$ cat src/rtl/pulse_delay_queue_if.sv
// Bit-bus bundle for pulse_delay_queue: input bit, enable, DELAY/WIDTH register writes and status outputs.
// The master side drives the inputs. The slave side is the queue itself.
interface pulse_delay_queue_if #(
  parameter int QUEUE_DEPTH = 16
);
  logic                           INP_i;
  logic                           ENABLE_i;
  logic [31:0]                    DELAY;
  logic                           DELAY_wstb;
  logic [31:0]                    WIDTH;
  logic                           WIDTH_wstb;
  logic                           OUT_o;
  logic [$clog2(QUEUE_DEPTH):0]   QUEUED_o;
  logic [15:0]                    DROPPED_o;

  modport master (
    output INP_i, ENABLE_i, DELAY, DELAY_wstb, WIDTH, WIDTH_wstb,
    input  OUT_o, QUEUED_o, DROPPED_o
  );

  modport slave (
    input  INP_i, ENABLE_i, DELAY, DELAY_wstb, WIDTH, WIDTH_wstb,
    output OUT_o, QUEUED_o, DROPPED_o
  );
endinterface

$ cat src/rtl/pulse_delay_queue.sv
// Timestamps rising edges of INP_i and replays each one DELAY+3 clocks later as a WIDTH-clock pulse.
// Pending due-times wait in a FIFO, and the pulse comes out when the free-running tick equals the due-time at the head.
module pulse_delay_queue #(
  parameter int QUEUE_DEPTH = 16,
  parameter int TS_W        = 48
) (
  input logic               clk_i,
  input logic               reset_i,
  pulse_delay_queue_if.slave bus
);
  localparam int AW = $clog2(QUEUE_DEPTH);

  logic [TS_W-1:0] r_tick;
  logic [31:0]     r_delay;
  logic [31:0]     r_width;
  logic [31:0]     r_cnt;
  logic            r_inp_d;
  logic            r_en_d;
  logic            r_edge;
  logic [TS_W-1:0] r_due [QUEUE_DEPTH];
  logic [AW-1:0]   r_wr_ptr;
  logic [AW-1:0]   r_rd_ptr;
  logic [AW:0]     r_count;
  logic [15:0]     r_dropped;

  logic            w_flush;
  logic            w_full;
  logic            w_pop;
  logic            w_push_req;
  logic            w_push;
  logic            w_drop;
  logic [TS_W-1:0] w_due;
  logic [31:0]     w_width_eff;

  // NOTE: every always_comb output gets a value on every path, so no latch is inferred.
  always_comb begin
    w_flush     = !bus.ENABLE_i || bus.DELAY_wstb || bus.WIDTH_wstb;
    w_full      = (r_count == (AW+1)'(QUEUE_DEPTH));
    w_pop       = !w_flush && (r_count != '0) && (r_due[r_rd_ptr] == r_tick);
    w_push_req  = !w_flush && r_edge;
    w_push      = w_push_req && (!w_full || w_pop);
    w_drop      = w_push_req && w_full && !w_pop;
    // The edge was seen one clock ago. r_tick already holds that edge's post-increment tick.
    w_due       = r_tick + TS_W'(r_delay) + TS_W'(2);
    w_width_eff = (r_width == '0) ? 32'd1 : r_width;
  end

  // NOTE: storage array is deliberately not reset; the pointers and count define validity.
  always_ff @(posedge clk_i) begin
    if (w_push) r_due[r_wr_ptr] <= w_due;
  end

  // NOTE: sequential state uses non-blocking assignments only.
  always_ff @(posedge clk_i or posedge reset_i) begin
    if (reset_i) begin
      r_tick    <= '0;
      r_delay   <= '0;
      r_width   <= '0;
      r_cnt     <= '0;
      r_inp_d   <= 1'b0;
      r_en_d    <= 1'b0;
      r_edge    <= 1'b0;
      r_wr_ptr  <= '0;
      r_rd_ptr  <= '0;
      r_count   <= '0;
      r_dropped <= '0;
    end else begin
      // The history register keeps tracking INP_i while disabled, so a level that is already high on re-enable does not count as an edge.
      r_inp_d <= bus.INP_i;
      r_en_d  <= bus.ENABLE_i;
      r_edge  <= !w_flush && bus.INP_i && !r_inp_d;
      r_tick  <= bus.ENABLE_i ? r_tick + TS_W'(1) : '0;

      if (bus.DELAY_wstb) r_delay <= bus.DELAY;
      if (bus.WIDTH_wstb) r_width <= bus.WIDTH;

      if (w_flush) begin
        r_wr_ptr <= '0;
        r_rd_ptr <= '0;
        r_count  <= '0;
      end else begin
        if (w_push) r_wr_ptr <= r_wr_ptr + AW'(1);
        if (w_pop)  r_rd_ptr <= r_rd_ptr + AW'(1);
        case ({w_push, w_pop})
          2'b10:   r_count <= r_count + (AW+1)'(1);
          2'b01:   r_count <= r_count - (AW+1)'(1);
          default: r_count <= r_count;
        endcase
      end

      // A pop during a pulse reloads the counter, so the output has no gap.
      if (w_flush)            r_cnt <= '0;
      else if (w_pop)         r_cnt <= w_width_eff;
      else if (r_cnt != '0)   r_cnt <= r_cnt - 32'd1;

      if (bus.ENABLE_i && !r_en_d)              r_dropped <= '0;
      else if (w_drop && r_dropped != 16'hFFFF) r_dropped <= r_dropped + 16'd1;
    end
  end

  assign bus.OUT_o     = (r_cnt != '0);
  assign bus.QUEUED_o  = r_count;
  assign bus.DROPPED_o = r_dropped;
endmodule

$ cat src/flat_wrapper.sv
// flat-port wrapper written by rule: the top's interface ports become plain ports
module pulse_delay_queue_flat 
#(
  parameter int QUEUE_DEPTH = 16,
  parameter int TS_W        = 48
)
  (clk_i, reset_i, bus_INP_i, bus_ENABLE_i, bus_DELAY, bus_DELAY_wstb, bus_WIDTH, bus_WIDTH_wstb, bus_OUT_o, bus_QUEUED_o, bus_DROPPED_o);
  pulse_delay_queue_if #(.QUEUE_DEPTH(QUEUE_DEPTH)) bus_i ();
  input logic clk_i;
  input logic reset_i;
  input wire logic [$bits(bus_i.INP_i)-1:0] bus_INP_i;
  input wire logic [$bits(bus_i.ENABLE_i)-1:0] bus_ENABLE_i;
  input wire logic [$bits(bus_i.DELAY)-1:0] bus_DELAY;
  input wire logic [$bits(bus_i.DELAY_wstb)-1:0] bus_DELAY_wstb;
  input wire logic [$bits(bus_i.WIDTH)-1:0] bus_WIDTH;
  input wire logic [$bits(bus_i.WIDTH_wstb)-1:0] bus_WIDTH_wstb;
  output wire logic [$bits(bus_i.OUT_o)-1:0] bus_OUT_o;
  output wire logic [$bits(bus_i.QUEUED_o)-1:0] bus_QUEUED_o;
  output wire logic [$bits(bus_i.DROPPED_o)-1:0] bus_DROPPED_o;
  assign bus_i.INP_i = bus_INP_i;
  assign bus_i.ENABLE_i = bus_ENABLE_i;
  assign bus_i.DELAY = bus_DELAY;
  assign bus_i.DELAY_wstb = bus_DELAY_wstb;
  assign bus_i.WIDTH = bus_WIDTH;
  assign bus_i.WIDTH_wstb = bus_WIDTH_wstb;
  assign bus_OUT_o = bus_i.OUT_o;
  assign bus_QUEUED_o = bus_i.QUEUED_o;
  assign bus_DROPPED_o = bus_i.DROPPED_o;
  pulse_delay_queue #(.QUEUE_DEPTH(QUEUE_DEPTH), .TS_W(TS_W)) u_core (.clk_i(clk_i), .reset_i(reset_i), .bus(bus_i));
endmodule
$ cat config.mk
export PLATFORM = sky130hd
export DESIGN_NAME = pulse_delay_queue_flat
export DESIGN_NICKNAME = d
export VERILOG_FILES = /design/src/rtl/pulse_delay_queue_if.sv /design/src/rtl/pulse_delay_queue.sv /design/src/flat_wrapper.sv
export SDC_FILE = /design/constraint.sdc
export NUM_CORES = 1
export LEC_CHECK = 0
export CAP_MARGIN = 20
export CORE_ASPECT_RATIO = 1.75
export CORE_MARGIN = 8
export CORE_UTILIZATION = 62
export DETAILED_ROUTE_END_ITERATION = 7
export GPL_TIMING_DRIVEN = 0
export PLACE_DENSITY_LB_ADDON = 0.12
export SLEW_MARGIN = 40
export SYNTH_ARGS = -nofsm -noshare
export SYNTH_HDL_FRONTEND = slang
export SYNTH_SLANG_ARGS = --single-unit
$ cat constraint.sdc
create_clock -name clk_i -period 10.05 [get_ports clk_i]
set_input_delay 2.5125 -clock clk_i [delete_from_list [all_inputs] [get_ports clk_i]]
set_output_delay 2.5125 -clock clk_i [all_outputs]
set_load 0.02 [all_outputs]
---- After elaboration in Yosys (flattened, before gate mapping) ----
Memories as Yosys holds them, arrays and structs flattened.
Index checks and enable logic that the tools add are counted.
cells by class
  multiplexer cells ....................... 15
  add/sub/neg operators ................... 9
  equality and inequality tests ........... 5
  reduce and logical (&&, ||, !) cells .... 27
operators with widths
  operator                                             number
  2-to-1 mux 32 bit                                    4
  adder 48 x 1 -> 48 bit (second input constant)       1
  adder 48 x 2 -> 48 bit (second input constant)       1
  adder 48 x 32 -> 48 bit                              1
  equality test 48 bit                                 1
  2-to-1 mux 48 bit                                    1
  logical NOT 32 bit                                   1
  2-to-1 mux 16 bit                                    2
  nonzero test 32 bit                                  1
  subtractor 32 x 1 -> 32 bit (second input constant)  1
  adder 16 x 1 -> 16 bit (second input constant)       1
  2-to-1 mux 4 bit                                     4
  != test 16 bit (second input constant)               1
  logical AND 1 bit                                    10
  case mux 5 bit (2 select lines)                      1
  adder 4 x 1 -> 4 bit (second input constant)         2
  logical NOT 1 bit                                    6
  nonzero test 2 bit                                   3
  nonzero test 3 bit                                   2
  adder 5 x 1 -> 5 bit (second input constant)         1
  equality test 5 bit (second input constant)          1
  2-to-1 mux 5 bit                                     1
  nonzero test 5 bit                                   1
  subtractor 5 x 1 -> 5 bit (second input constant)    1
  other kinds (4)                                      7
word-level totals
  output and inout port bits .............. 22
  memories ................................ 1
  RAM bits ................................ 768
  register bits ........................... 176
memories
  name          depth  width  rd ports  clocked after memory_dff  write ports  RTL line                 text
  u_core.r_due  16     48     1         0                         1            pulse_delay_queue.sv:20  logic [TS_W-1:0] r_due [QUEUE_DEPTH];

---- Depth between registers and ports, before layout ----
  depth in word-level cells ............... 11
  depth in mapped cells ................... 22

---- Worst setup path before layout ----
Ideal clock, no wire load.
  kind .................................... in2reg
  start point ............................. in bus_DELAY_wstb
  end point ............................... mem u_core.r_due[4][0], enable pin
  slack ................................... -0.063 ns
  stages on the path ...................... 12
  library setup time ...................... 0.574 ns
  arrival time ............................ 9.539 ns
  cell sequence ........................... clkbuf_1 or3b_2 clkbuf_1 nor3_1 and2_1 and4_1 nand4b_1 or4b_1 buf_4 nand2_2 nand3_4 nor4bb_1
between the ends
  longest elaborated chain between the ends .. 9
  elaborated cells on any way between the ends .. 10
  those cells by class .................... 2 x mux; 8 x reduce/logical
ends and longest elaborated chain
  what                                      RTL line                                          text
  from (decl)                               flat_wrapper.sv:14                                input wire logic [$bits(bus_i.DELAY_wstb)-1:0] bus_DELAY_wstb;
  logical OR 1 bit * (2 in series)          pulse_delay_queue.sv:37                           w_flush = !bus.ENABLE_i || bus.DELAY_wstb || bus.WIDTH_wstb;
  logical NOT 1 bit *                       pulse_delay_queue.sv:39, pulse_delay_queue.sv:40
  logical AND 1 bit (2 in series)           pulse_delay_queue.sv:39                           w_pop = !w_flush && (r_count != '0) && (r_due[r_rd_ptr] == r_tick);
  logical OR 1 bit                          pulse_delay_queue.sv:41                           w_push = w_push_req && (!w_full || w_pop);
  logical AND 1 bit *                       pulse_delay_queue.sv:41
  2-to-1 mux 1 bit *                        pulse_delay_queue.sv:50                           if (w_push) r_due[r_wr_ptr] <= w_due;
  2-to-1 mux 1 bit (implied by the code) *  pulse_delay_queue.sv:50
  to (decl)                                 pulse_delay_queue.sv:20
Mark *: on every way between the ends. The rest lies on a longest branch, timed or not.

---- Worst setup path in the final report ----
  start point ............................. reg u_core.r_cnt[11]
  end point ............................... out bus_OUT_o
between the ends
  longest elaborated chain between the ends .. 1
ends and longest elaborated chain
  what                    RTL line                  text
  from (decl)             pulse_delay_queue.sv:16   logic [31:0] r_cnt;
  from (signal assigned)  pulse_delay_queue.sv:93   else if (w_pop) r_cnt <= w_width_eff;
  from (signal assigned)  pulse_delay_queue.sv:94   else if (r_cnt != '0) r_cnt <= r_cnt - 32'd1;
  nonzero test 32 bit     pulse_delay_queue.sv:101  assign bus.OUT_o = (r_cnt != '0);
  to (decl)               flat_wrapper.sv:17        output wire logic [$bits(bus_i.OUT_o)-1:0] bus_OUT_o;
No other way between the ends.

==> impl_summary.txt <==
----------------------------------------------------
[Outcome]
  Outcome ... complete, no violations

[Yosys]
  Area of the mapped netlist ... 0.0411 sq mm
  Multiplexer share of the synthesized area ... 14.7%
  Most area-consuming cells after synthesis ... edfxtp_1 56%, mux4_2 11%, dfrtp_1 11%
  Synthesized netlist cell count ... roughly 2,500
  Yosys warns ... 0
  Yosys cell types ... 80
  Fraction of the mapped netlist area in adder cells ... approximately 2.3%
  Cell taking the most area after synthesis ... edfxtp_1
  Main flop type after synthesis ... edfxtp_1
  Net count of the mapped netlist ... between 2,000 and 3,000
  Share of Yosys cell area claimed by the top area cell type ... a little under three fifths
  XOR/XNOR share of the synthesized area ... 3.30%
  Part of the Yosys area used for sequential elements ... around two thirds
  Seq cells post-synth ... 944
  Number of synthesized flops with an enable pin ... 768
  Most repeated cell in the gate-level netlist after synthesis ... edfxtp_1
  Share of the synthesized area in compound gates (AO/OA/AOI/OAI) ... slightly below 4%
  Syn Area/Cell ... 16.6 sq um
  Leading post-synthesis cells by instance count ... 768 x edfxtp_1, 200 x mux4_2, 176 x dfrtp_1
  Simple-gate share of the synthesized area ... just over 7%
  Main combinational cell family by area after synthesis ... multiplexers
  Post-synth ARST share ... 18.6%

[Timing]
  Maximum clock skew at final layout ... between 0.03 and 0.04 ns
  Tcrit/Tclk final ... about three quarters
  Final hold violations ... 0
  Worst slew pin tran ... a little over 0.9 ns
  Final setup margin ... between 2 and 3 ns
  Worst slew margin ... 37.5%
  Max Clock Freq ... roughly 130 MHz
  Final setup violation count ... 0
  Number of pins exceeding their max-slew limit in the final report ... 0
  Final critical delay including setup and external delays ... 7.43 ns
  Unrepaired setup endpoints after global routing ... no

[Hold path]
  Cell count of the worst hold path ... 1
  Worst Hold Class ... reg2reg
  Hold Path Sink ... u_core.r_edge
  Startpoint of the lowest-slack hold path ... u_core.r_inp_d

[Setup path]
  Maximum fanout along the worst path ... 10
  Data arrival time at the worst-slack endpoint ... a little under 5 ns
  Category of the worst setup path capture point ... output pin
  Number of cells on the worst reg-to-reg path ... 18
  Register-to-register setup slack ... 3.02 ns
  Critical Path RT ... approximately 7.5 ns
  Origin of the critical flop-to-flop path ... u_core.r_rd_ptr[1]
  Critical setup path kind ... reg2out
  FF-to-FF End ... u_core.r_due[7][22]
  Critical Path Start Type ... flop

[Die]
  Floorplan Core Area ... between 0.06 and 0.07 sq mm
  Initial Utilization ... 62.3%
  Boundary pin count ... just over 90
  Floorplan die area ... about 0.075 sq mm
  Number of rows created at floorplan ... between 100 and 150
  Width of the chip ... 211 microns
  Vertical extent of the die ... between 300 and 400 microns

[Finish]
  Final instance area ... approximately 0.048 sq mm
  Final cell count without fillers ... roughly 3,700
  Growth of design area from synthesis to finish ... 15.7%
  Fillers ... approximately 4,100
  Multi-input combinational cell area ... about 0.013 sq mm
  Final antenna diode count ... 0
  Layout cell share with drive strength beyond 1 ... 23.2%
  Register cell area after layout ... 0.0275 sq mm
  Number of nets in the finished design ... 2,868

[Placement]
  Routability-driven placement congestion ratio ... between 0.9 and 1
  Total placed cells including tap cells ... between 3,000 and 4,000
  Number of buffer cells added on primary ports ... 89
  Total half-perimeter wirelength after legalization and detailed placement ... 83,400 microns
  Pre-CTS setup slack ... roughly 2.1 ns
  Area of placed instances ... 0.0446 sq mm

[Power]
  Leakage ... ~17 nW
  Clock share of power ... a little under two fifths
  Comb pwr share ... approximately 14%
  Peak VDD IR ... ~0.00019 V
  Cell area power density ... about 190 mW/mm^2
  Switching share of power ... 25.4%
  Sequential power share ... about half
  Power Internal ... between 0.006 and 0.007 W
  Net switching power ... between 0.002 and 0.0025 W

[Clocking]
  Number of buffers created by CTS ... 82
  Clock slew seen by the registers of the worst setup and hold paths ... roughly 0.07 ns
  # resized after CTS ... 0
  Root cell of the clock tree ... clkbuf_16
  CTS Hold Bufs ... 0
  Clock tree buffer depth ... 3
  Number of setup buffers added after CTS ... 0
  CTS tree ... done
  H-Tree Depth ... 3
  Skew-Pair Late Insertion Delay ... about 0.67 ns
  Clock sinks ... 944

[GRT]
  Pin count of the biggest net entering global routing ... 78
  Via count of the first global-routing pass ... 25,300
  Total global routing overflow ... 0
  Initial antenna violation count ... 1
  Total global-route track usage ... about a third
  First-pass GRT wire length ... around 170,000 microns

[Routing]
  Average vias per placed instance ... 6.64
  Routed wire per std cell ... 32.0 microns
  1st-iter DRT viols ... about 2,600
  Post-detailed-route DRC marker count ... 0
  Antenna viol nets, final ... 0
  Router iterations before antenna repair ... 7
  Via count ... between 20,000 and 25,000
  Total detailed-routing wirelength ... between 100,000 and 150,000 microns

[Run]
  Max Cap Viol ... 0

----------------------------------------------------
routing by layer:
layer	vias up	share of wire (%)	wire length (microns)	GRT usage, %
met1	12600	35	40900	36.8
met3	315	6.4	7540	3.97
met2	1275	51	60500	54.9
met5	-	0	0	0
li1	10200	-	-	-
met4	0	7.6	9010	21.4
worst max-delay path: stages, from the launching register on:
cell	delay (ns)
dfrtp_1	0.41
or4_1	0.57
or3_1	0.38
nor3_1	0.18
or3b_1	0.37
clkbuf_1	0.17
or3_1	0.43
or3b_2	0.46
clkbuf_1	0.31
clkbuf_1	0.33
clkdlybuf4s50_1	0.63
power by group through the flow:
stage / registers, W / clock network [W] / logic, W
2_1_floorplan: 0.00447 / 0 / 0.000935
3_3_place_gp: 0.00449 / 0 / 0.00119
3_5_place_dp: 0.00449 / 0 / 0.00127
4_1_cts: 0.00441 / 0.00342 / 0.00128
5_1_grt: 0.00441 / 0.00356 / 0.00143
6_report: 0.00441 / 0.00340 / 0.00130
flip-flops by register name (all words and copies together), names as in the netlist, 5 cells and up:
| register | flops |
|---|---|
| u_core.bus.DROPPED_o | 16 |
| u_core.bus.QUEUED_o | 5 |
| u_core.r_cnt | 32 |
| u_core.r_delay | 32 |
| u_core.r_due | 768 |
| u_core.r_tick | 48 |
| u_core.r_width | 32 |
through the flow:
stage	total power, W	util (%)	hold slack (ns)	TNS, ns
after floorplan	0.00540	-	0.383	-9.13
after global placement	0.00568	65.4	0.397	-1530.42
after detailed placement	0.00576	67.6	0.400	0
after CTS	0.00911	71.9	0.405	0
after global routing	0.00940	72.1	0.412	0
final	0.00911	72.1	0.409	0
logic make-up after synthesis:
logic type,after synthesis
AO/OA/AOI/OAI,253
AND/OR/NAND/NOR,540
multiplexers,340
XOR/XNOR,155
flip-flops,944
buffers and inverters,167
adder cells (fa/ha/maj),75
worst max path at each step:
stage	from	endpoint	slack, ns	cells after the start
2_1_floorplan	bus_DELAY_wstb	u_core.r_due[4][0]	-0.06	12
3_3_place_gp	bus_ENABLE_i	u_core.r_due[4][32]	-7.82	12
3_5_place_dp	bus_ENABLE_i	u_core.r_due[7][32]	2.09	17
4_1_cts	u_core.r_cnt[12]	bus_OUT_o	2.63	10
5_1_grt	u_core.r_cnt[11]	bus_OUT_o	2.45	10
6_report	u_core.r_cnt[11]	bus_OUT_o	2.62	10
cells in the final DEF, fill, tap and decap left out, drive strengths merged, types with 76 or more instances in the layout:
| master | n |
|---|---|
| mux4 | 200 |
| nand2 | 110 |
| clkdlybuf4s50 | 89 |
| clkbuf | 165 |
| edfxtp | 768 |
| buf | 135 |
| nand3 | 76 |
| xnor2 | 109 |
| dfrtp | 176 |
| mux2 | 91 |
| a21oi | 82 |
final cells by class:
type | instances | area share, %
sequential | 944 | 57.7
timing repair buffer | 165 | 3.98
buffer | 128 | 1.39
clock buffer | 96 | 4.60
clock inverter | 57 | 1.46
multi-input combinational | 1363 | 28.2
tap | 889 | 2.34
inverter | 39 | 0.323
Note: power is estimated with default switching activity, not from simulation.
